File: config.mk
export PLATFORM = sky130hd
export DESIGN_NAME = imem_loader
export DESIGN_NICKNAME = d
export VERILOG_FILES = /design/src/rtl/imem_loader.sv
export SDC_FILE = /design/constraint.sdc
export NUM_CORES = 2
export LEC_CHECK = 0
export CAP_MARGIN = 20
export CORE_ASPECT_RATIO = 1.4
export CORE_MARGIN = 4
export CORE_UTILIZATION = 29
export DETAILED_ROUTE_END_ITERATION = 8
export GPL_TIMING_DRIVEN = 0
export PLACE_DENSITY_LB_ADDON = 0.08
export SYNTH_ARGS = -nofsm -noshare
export SYNTH_HDL_FRONTEND = slang
export SYNTH_SLANG_ARGS = --single-unit
export TNS_END_PERCENT = 20
File: constraint.sdc
create_clock -name clk -period 5.6 [get_ports clk]
set_input_delay 1.12 -clock clk [delete_from_list [all_inputs] [get_ports clk]]
set_output_delay 1.12 -clock clk [all_outputs]
set_load 0.05 [all_outputs]
File: src/rtl/imem_loader.sv
// Writable instruction store with a byte-stream loader and a combinational fetch port.
// Optional checksum byte at the end of the stream is enabled by IMEM_LOADER_CHECKSUM_EN.
module imem_loader #(
  parameter int unsigned         DEPTH    = 128,
  parameter int unsigned         ADDR_W   = 7,
  parameter logic         [15:0] NOP_WORD = 16'hBF00
) (
  input  logic        clk,
  input  logic        rst,
  input  logic        start,
  input  logic [7:0]  rx_data,
  input  logic        rx_valid,
  output logic        rx_ready,
  input  logic [15:0] address,
  output logic [15:0] instruction,
  output logic        cpu_hold,
  output logic        done,
  output logic        err,
  output logic [7:0]  prog_len
);

  typedef enum logic [2:0] {
    S_IDLE,
    S_CNT_LO,
    S_CNT_HI,
    S_DATA_LO,
    S_DATA_HI,
`ifdef IMEM_LOADER_CHECKSUM_EN
    S_CHECK,
`endif
    S_DONE,
    S_ERR
  } state_t;

  state_t      state_q, state_d;
  logic [7:0]  n_q, n_d;
  logic [7:0]  lo_q, lo_d;
  logic [7:0]  wptr_q, wptr_d;
  logic [7:0]  prog_len_q, prog_len_d;
  logic        mem_we;
  logic        accept;
  logic [15:0] n_full;
  logic [15:0] mem_q [DEPTH];
`ifdef IMEM_LOADER_CHECKSUM_EN
  logic [7:0]  csum_q, csum_d;
`endif

  always_ff @(posedge clk) begin
    if (rst) begin
      state_q    <= S_IDLE;
      n_q        <= '0;
      lo_q       <= '0;
      wptr_q     <= '0;
      prog_len_q <= '0;
`ifdef IMEM_LOADER_CHECKSUM_EN
      csum_q     <= '0;
`endif
    end else begin
      state_q    <= state_d;
      n_q        <= n_d;
      lo_q       <= lo_d;
      wptr_q     <= wptr_d;
      prog_len_q <= prog_len_d;
`ifdef IMEM_LOADER_CHECKSUM_EN
      csum_q     <= csum_d;
`endif
    end
  end

  // Code memory is deliberately not reset; prog_len alone gates visibility.
  always_ff @(posedge clk) begin
    if (mem_we && !rst) begin
      mem_q[wptr_q[ADDR_W-1:0]] <= {rx_data, lo_q};
    end
  end

  always_comb begin
    state_d    = state_q;
    n_d        = n_q;
    lo_d       = lo_q;
    wptr_d     = wptr_q;
    prog_len_d = prog_len_q;
    mem_we     = 1'b0;
`ifdef IMEM_LOADER_CHECKSUM_EN
    csum_d     = csum_q;
`endif
    n_full     = {rx_data, n_q};

    rx_ready = (state_q == S_CNT_LO) || (state_q == S_CNT_HI) ||
               (state_q == S_DATA_LO) || (state_q == S_DATA_HI)
`ifdef IMEM_LOADER_CHECKSUM_EN
               || (state_q == S_CHECK)
`endif
               ;
    accept = rx_valid && rx_ready;

    if (start && ((state_q == S_IDLE) || (state_q == S_DONE) || (state_q == S_ERR))) begin
      state_d    = S_CNT_LO;
      prog_len_d = '0;
      wptr_d     = '0;
`ifdef IMEM_LOADER_CHECKSUM_EN
      csum_d     = '0;
`endif
    end else if (accept) begin
`ifdef IMEM_LOADER_CHECKSUM_EN
      csum_d = csum_q ^ rx_data;
`endif
      case (state_q)
        S_CNT_LO: begin
          n_d     = rx_data;
          state_d = S_CNT_HI;
        end
        S_CNT_HI: begin
          if ((n_full == 16'd0) || (n_full > 16'(DEPTH))) state_d = S_ERR;
          else                                            state_d = S_DATA_LO;
        end
        S_DATA_LO: begin
          lo_d    = rx_data;
          state_d = S_DATA_HI;
        end
        S_DATA_HI: begin
          mem_we = 1'b1;
          wptr_d = wptr_q + 8'd1;
          if ((wptr_q + 8'd1) == n_q) begin
`ifdef IMEM_LOADER_CHECKSUM_EN
            state_d = S_CHECK;
`else
            state_d    = S_DONE;
            prog_len_d = n_q;
`endif
          end else begin
            state_d = S_DATA_LO;
          end
        end
`ifdef IMEM_LOADER_CHECKSUM_EN
        S_CHECK: begin
          if (rx_data == csum_q) begin
            state_d    = S_DONE;
            prog_len_d = n_q;
          end else begin
            state_d = S_ERR;
          end
        end
`endif
        default: state_d = state_q;
      endcase
    end

    cpu_hold    = rx_ready;
    done        = (state_q == S_DONE);
    err         = (state_q == S_ERR);
    prog_len    = prog_len_q;
    // prog_len never exceeds DEPTH, so the compare also rejects out-of-range addresses.
    instruction = (address < {8'd0, prog_len_q}) ? mem_q[address[ADDR_W-1:0]] : NOP_WORD;
  end

endmodule
# Word level (Yosys, flattened, before mapping)
# Memory sizes are Yosys's and may differ from the RTL's.
# Index checks and enable logic that the tools add are counted.
[totals]
ff_bits = 35
output_inout_bits = 28
mem_count = 1
ram_bits = 2048
inputBits = 28
elab_cells = 51
[classes]
addsub = 1
n_eq_ne = 7
magnitude_cmp = 2
muxes = 11
n_reduce_logical = 22
n_bitwise = 1
[memory_table]
columns = ["memory", "depth", "word_bits", "rd", "rd_ports_with_merged_regs", "write_ports", "line_no", "rtl"]
rows = [
  ["mem_q", 128, 16, 1, 0, 1, "43", "logic [15:0] mem_q [DEPTH];"],
]
[op_table]
columns = ["operator", "n"]
rows = [
  ["16-bit by 8-bit > comparator with 1-bit output, second input constant", 1],
  ["16-bit logical NOT", 1],
  ["16-bit by 8-bit less-than comparator with 1-bit output", 1],
  ["16-bit 2-to-1 mux", 1],
  ["3-bit one-hot mux with 4 select lines", 1],
  ["3-bit equality test, second input constant", 3],
  ["3-bit AND reduction", 3],
  ["8-bit by 1-bit adder with 8-bit output, second input constant", 1],
  ["8-bit equality test", 1],
  ["1-bit 2-to-1 mux", 7],
  ["3-bit by 2-bit equality test with 1-bit output, second input constant", 2],
  ["1-bit logical OR", 6],
  ["3-bit 2-to-1 mux", 2],
  ["2-bit AND reduction", 3],
  ["5-bit nonzero test", 1],
  ["4-bit nonzero test", 1],
  ["3-bit by 1-bit equality test with 1-bit output, second input constant", 1],
  ["1-bit logical AND", 3],
  ["3-bit logical NOT", 1],
  ["2-bit nonzero test", 1],
  ["2-bit OR reduction", 1],
  ["1-bit logical NOT", 1],
  ["1-bit NOT", 1],
]

# Depth between registers and ports, before layout
[logic_depth]
depth_word = 10
ltp_mapped = 13
mapped_depth_nobuf = 9

# Worst setup path before layout
# Ideal clock, no wire load.
[synth_timing]
path_kind = "input to output"
startpoint = "input address[1]"
endpoint = "output instruction[9]"
arrival_ns = 4.392
t_required_ns = 4.480
path_slack_ns = 0.088
stages = 9
path_buffers = 5
cell_sequence = "buf_2 -> buf_2 -> buf_2 -> buf_2 -> buf_2 -> a211oi_1 -> a311oi_1 -> a21oi_1 -> o311ai_0"
[synth_between]
elab_chain_len = 2
elab_cells_between_ends = 3
classes_between = "1 x order compare; 1 x mux; 1 x memory"
[synth_rtl]
columns = ["element", "line_no", "rtl"]
rows = [
  ["start: declaration", "14", "input logic [15:0] address,"],
  ["memory 128 x 16 bit or 16-bit by 8-bit less-than comparator with 1-bit output (tied branches)", "--", ""],
  ["16-bit 2-to-1 mux *", "154", "instruction = (address < {8'd0, prog_len_q}) ? mem_q[address[ADDR_W-1:0]] : NOP_WORD;"],
  ["end: declaration", "15", "output logic [15:0] instruction,"],
]
# Mark *: on every way between the ends. The rest lies on a longest branch, timed or not.

# Final worst setup path
[layout_timing]
startpoint = "input address[1]"
endpoint = "output instruction[10]"
# Same word-level chain as after synthesis.

==> results.ini <==
[status]
outcome = complete, but fails checks
violations = setup timing

[logic_synthesis]
syn_area_per_cell_um2 = 21.0
number_of_enable_flip_flop_cells_after_synthesis = 2048
synth_flop_cell = sky130_fd_sc_hd__edfxtp_1
gate_count_after_technology_mapping = 3862
synth-async-reset-ratio_pct = 0
synth_cell_types = 71
register_area_share_after_synthesis_pct = 76.6
synth.cell_area_um2 = 81200
net_count_after_synthesis = 3898
synth_warnings = 0
synth_seq_cells = 2083

[sta]
final_max_slew_viol_count = 0
fin_hold_ws_ns = 0.524
final_period_minus_worst_setup_slack_ns = 5.77
final-hold-violation-count = 0
period_share_pct = 103
finalSetupViolCount = 12
max_freq_mhz = 173
timing_worst_slew_pin_value_ns = 1.38
fin_ws_ns = -0.170
rsz_0062_raised_after_global_routing = true
skew_ns = 0.0378
relSlewSlack_pct = 7.62

[setup_path]
critPathLaunchType = input pin
worstSetupPathType = in2out
worst_setup_path_end_kind = output port
critical_path_peak_fanout = 10
ff2ff_path_depth = 10
timing.critical_path.required_ns = 4.48
critPathArrivalTime_ns = 4.65

[power]
vdd_drop_max_mv = 0.220
switching_share_pct = 24.0
net-switching-power_w = 0.00802
total_leakage_power_nw = 33.3
power.internal_w = 0.0254
comb_power_share_pct = 7.1
total_power_w = 0.0334
power_density_nw_per_um2 = 337
share_seq_of_total_power_pct = 50.9
clkPwrFrac_pct = 42.0

[floorplanning]
chip_height_um = 634
die-width_um = 455
coreArea_um2 = 279000
top_level_pins = 56
floorplan.initialDensity_pct = 29.2
std_cell_rows = 229
dieArea_um2 = 289000

[routing]
detail_route.vias_per_cell = 5.50
remaining_drc_errors = 0
drt-pass1-iter-count = 6
number_of_vias_in_the_routed_layout = 45100
antenna_left = 0
wl_um = 386000
drtIter0Drc = 6205
route.detailed.wl_per_inst_um = 47.2

[grt]
grt_pass1_vias = 44700
grt_pass1_wl_um = 490000
global_route.overflow_total = 0
grt_util_all_layers_pct = 26.5
antenna_found_initial = 30
grt_start_max_net_pins = 92

[placement]
detailed_place_hpwl_um = 257000
place.gp.congestion = 0.954
portBuffers = 52

[cts]
clkSlewWorstSetupHoldPaths_ns = 0.06
cts.root.buffer_cell = sky130_fd_sc_hd__clkbuf_16
cts-hold-fix-buffers = 0
cts.htree.levels = 4
tritoncts.num_buffers = 222
insertion_delay_ns = 0.89
sink_count_of_the_clock_tree = 2083
cts_buffer_depth = 4
tritoncts = yes

[finish]
layout_common_cells = 2048 x sky130_fd_sc_hd__edfxtp_1, 469 x sky130_fd_sc_hd__mux4_2, 229 x sky130_fd_sc_hd__clkbuf_16, 195 x sky130_fd_sc_hd__mux2i_1, 157 x sky130_fd_sc_hd__nand2_1
final_nets = 4360
area_delta_synth_final_pct = 22.1
final_layout_size_suffix_gt1_share_pct = 31.9
layout_commonest_cell = sky130_fd_sc_hd__edfxtp_1

[hold_path]
min_path_cells = 2
worst_hold_path_type = reg2reg

[job]
cap_viol_max_count = 0

state kept, by name, indices dropped and copies added (netlist names):
register,flops
lo_q,8
mem_q,2048
n_q,8
prog_len,8
state_q,3
wptr_q,8
repair_timing:
action | CTS | global route
pin swaps | 21 | 2
resized for setup | 674 | 15
cloned | 0 | 0
endpoints found under the setup margin | 16 | 9
setup buffers | 36 | 13
power by group through the flow:
stage | Clock (W) | Sequential, W | Combinational (W)
detailed placement | 0 | 0.0173 | 0.00210
CTS | 0.0143 | 0.0170 | 0.00235
floorplan | 0 | 0.0173 | 0.000752
finish | 0.0140 | 0.0170 | 0.00238
global route | 0.0149 | 0.0170 | 0.00236
global placement | 0 | 0.0174 | 0.00201
worst paths after layout:
| path | endpoint | slack, ns | from |
|---|---|---|---|
| max reg2reg | mem_q[110][8] | 0.38 | state_q[1] |
| max | instruction[10] | -0.17 | address[1] |
| min reg2reg | n_q[3] | 0.52 | n_q[3] |
| min | n_q[3] | 0.52 | n_q[3] |
Yosys cell counts (7+ instances only):
| master | n | area share [%] |
|---|---|---|
| sky130_fd_sc_hd__nand2b_1 | 17 | 0.13 |
| sky130_fd_sc_hd__mux4_2 | 469 | 13 |
| sky130_fd_sc_hd__buf_2 | 47 | 0.29 |
| sky130_fd_sc_hd__mux2_2 | 10 | 0.14 |
| sky130_fd_sc_hd__clkbuf_1 | 85 | 0.39 |
| sky130_fd_sc_hd__inv_1 | 13 | 0.060 |
| sky130_fd_sc_hd__a311oi_1 | 7 | 0.075 |
| sky130_fd_sc_hd__buf_8 | 9 | 0.17 |
| sky130_fd_sc_hd__buf_4 | 26 | 0.24 |
| sky130_fd_sc_hd__buf_6 | 41 | 0.57 |
| sky130_fd_sc_hd__nor4_1 | 7 | 0.054 |
| sky130_fd_sc_hd__dfxtp_1 | 35 | 0.86 |
| sky130_fd_sc_hd__ha_1 | 8 | 0.12 |
| sky130_fd_sc_hd__edfxtp_1 | 2048 | 76 |
| sky130_fd_sc_hd__o22ai_1 | 19 | 0.15 |
| sky130_fd_sc_hd__nor2b_1 | 28 | 0.22 |
| sky130_fd_sc_hd__a221o_1 | 12 | 0.15 |
| sky130_fd_sc_hd__and3_1 | 17 | 0.13 |
| sky130_fd_sc_hd__buf_1 | 12 | 0.055 |
| sky130_fd_sc_hd__a211oi_1 | 23 | 0.21 |
| sky130_fd_sc_hd__xnor2_1 | 7 | 0.075 |
| sky130_fd_sc_hd__nand3_1 | 29 | 0.18 |
| sky130_fd_sc_hd__a22oi_1 | 27 | 0.25 |
| sky130_fd_sc_hd__a221oi_1 | 44 | 0.47 |
| sky130_fd_sc_hd__nor3_1 | 12 | 0.074 |
| sky130_fd_sc_hd__o221ai_1 | 15 | 0.16 |
| sky130_fd_sc_hd__mux2i_1 | 209 | 2.6 |
| sky130_fd_sc_hd__o21ai_0 | 50 | 0.31 |
| sky130_fd_sc_hd__nand2_1 | 163 | 0.75 |
| sky130_fd_sc_hd__a31oi_1 | 12 | 0.092 |
| sky130_fd_sc_hd__a21oi_1 | 82 | 0.51 |
| sky130_fd_sc_hd__nor2_1 | 175 | 0.81 |
| sky130_fd_sc_hd__xor2_1 | 9 | 0.097 |
| sky130_fd_sc_hd__o31ai_1 | 7 | 0.065 |
worst max-delay path: stages:
cell and delay (ns):
sky130_fd_sc_hd__buf_4 0.19, sky130_fd_sc_hd__buf_6 0.23, sky130_fd_sc_hd__buf_12 0.26, sky130_fd_sc_hd__buf_12 0.29, sky130_fd_sc_hd__clkbuf_8 0.34, sky130_fd_sc_hd__nand2_2 0.29, sky130_fd_sc_hd__o221ai_1 0.40, sky130_fd_sc_hd__o21ai_0 0.16
sky130_fd_sc_hd__a31oi_2 0.29, sky130_fd_sc_hd__o221ai_2 0.20, sky130_fd_sc_hd__o211ai_1 0.43, sky130_fd_sc_hd__buf_4 0.33
cells by family (layout without fill, tap and decap cells):
family / count (synthesis) / in the layout / synth area share [%]
AO/OA/AOI/OAI: 355 / 355 / 3.04
XOR/XNOR: 16 / 16 / 0.172
adder cells (fa/ha/maj): 8 / 8 / 0.123
buffers and inverters: 235 / 857 / 1.80
flip-flops: 2083 / 2083 / 76.6
multiplexers: 688 / 688 / 15.7
other: 0 / 12 / 0
AND/OR/NAND/NOR: 477 / 477 / 2.59
layout make-up:
class / count / area [µm²]
well taps: 3696 / 4620
plain buffers: 220 / 3220
inverters: 14 / 58.8
clock inverters: 104 / 713
flip-flops and latches: 2083 / 62200
multi-input cells: 1544 / 19000
clock buffers: 280 / 5840
repair buffers: 239 / 3510
diodes: 12 / 30.0
fillers: 26000 / 179000
through the flow:
step / setup WS [ns] / TNS, ns / utilization, % / cell area, µm² / cells
2_1_floorplan: 0.0879 / 0 / - / 81200 / 3862
3_3_place_gp: -5.56 / -3172.94 / 31.0 / 86400 / 7610
3_5_place_dp: -4.49 / -75.25 / 32.2 / 89700 / 7748
4_1_cts: -0.0591 / -0.0681 / 35.5 / 99000 / 8167
5_1_grt: -0.0640 / -0.148 / 35.6 / 99200 / 8181
6_report: -0.170 / -1.00 / 35.6 / 99200 / 8192
layer usage:
metal  track usage (%)  wire length [µm]  vias up
met4              16.4             28600        8
met3              4.91             25500      680
met2              42.9            184000     2190
li1                  -                 -    17100
met5                 0                64        -
met1              32.7            148000    25100
No activity file was read; power rests on OpenSTA's default activity.
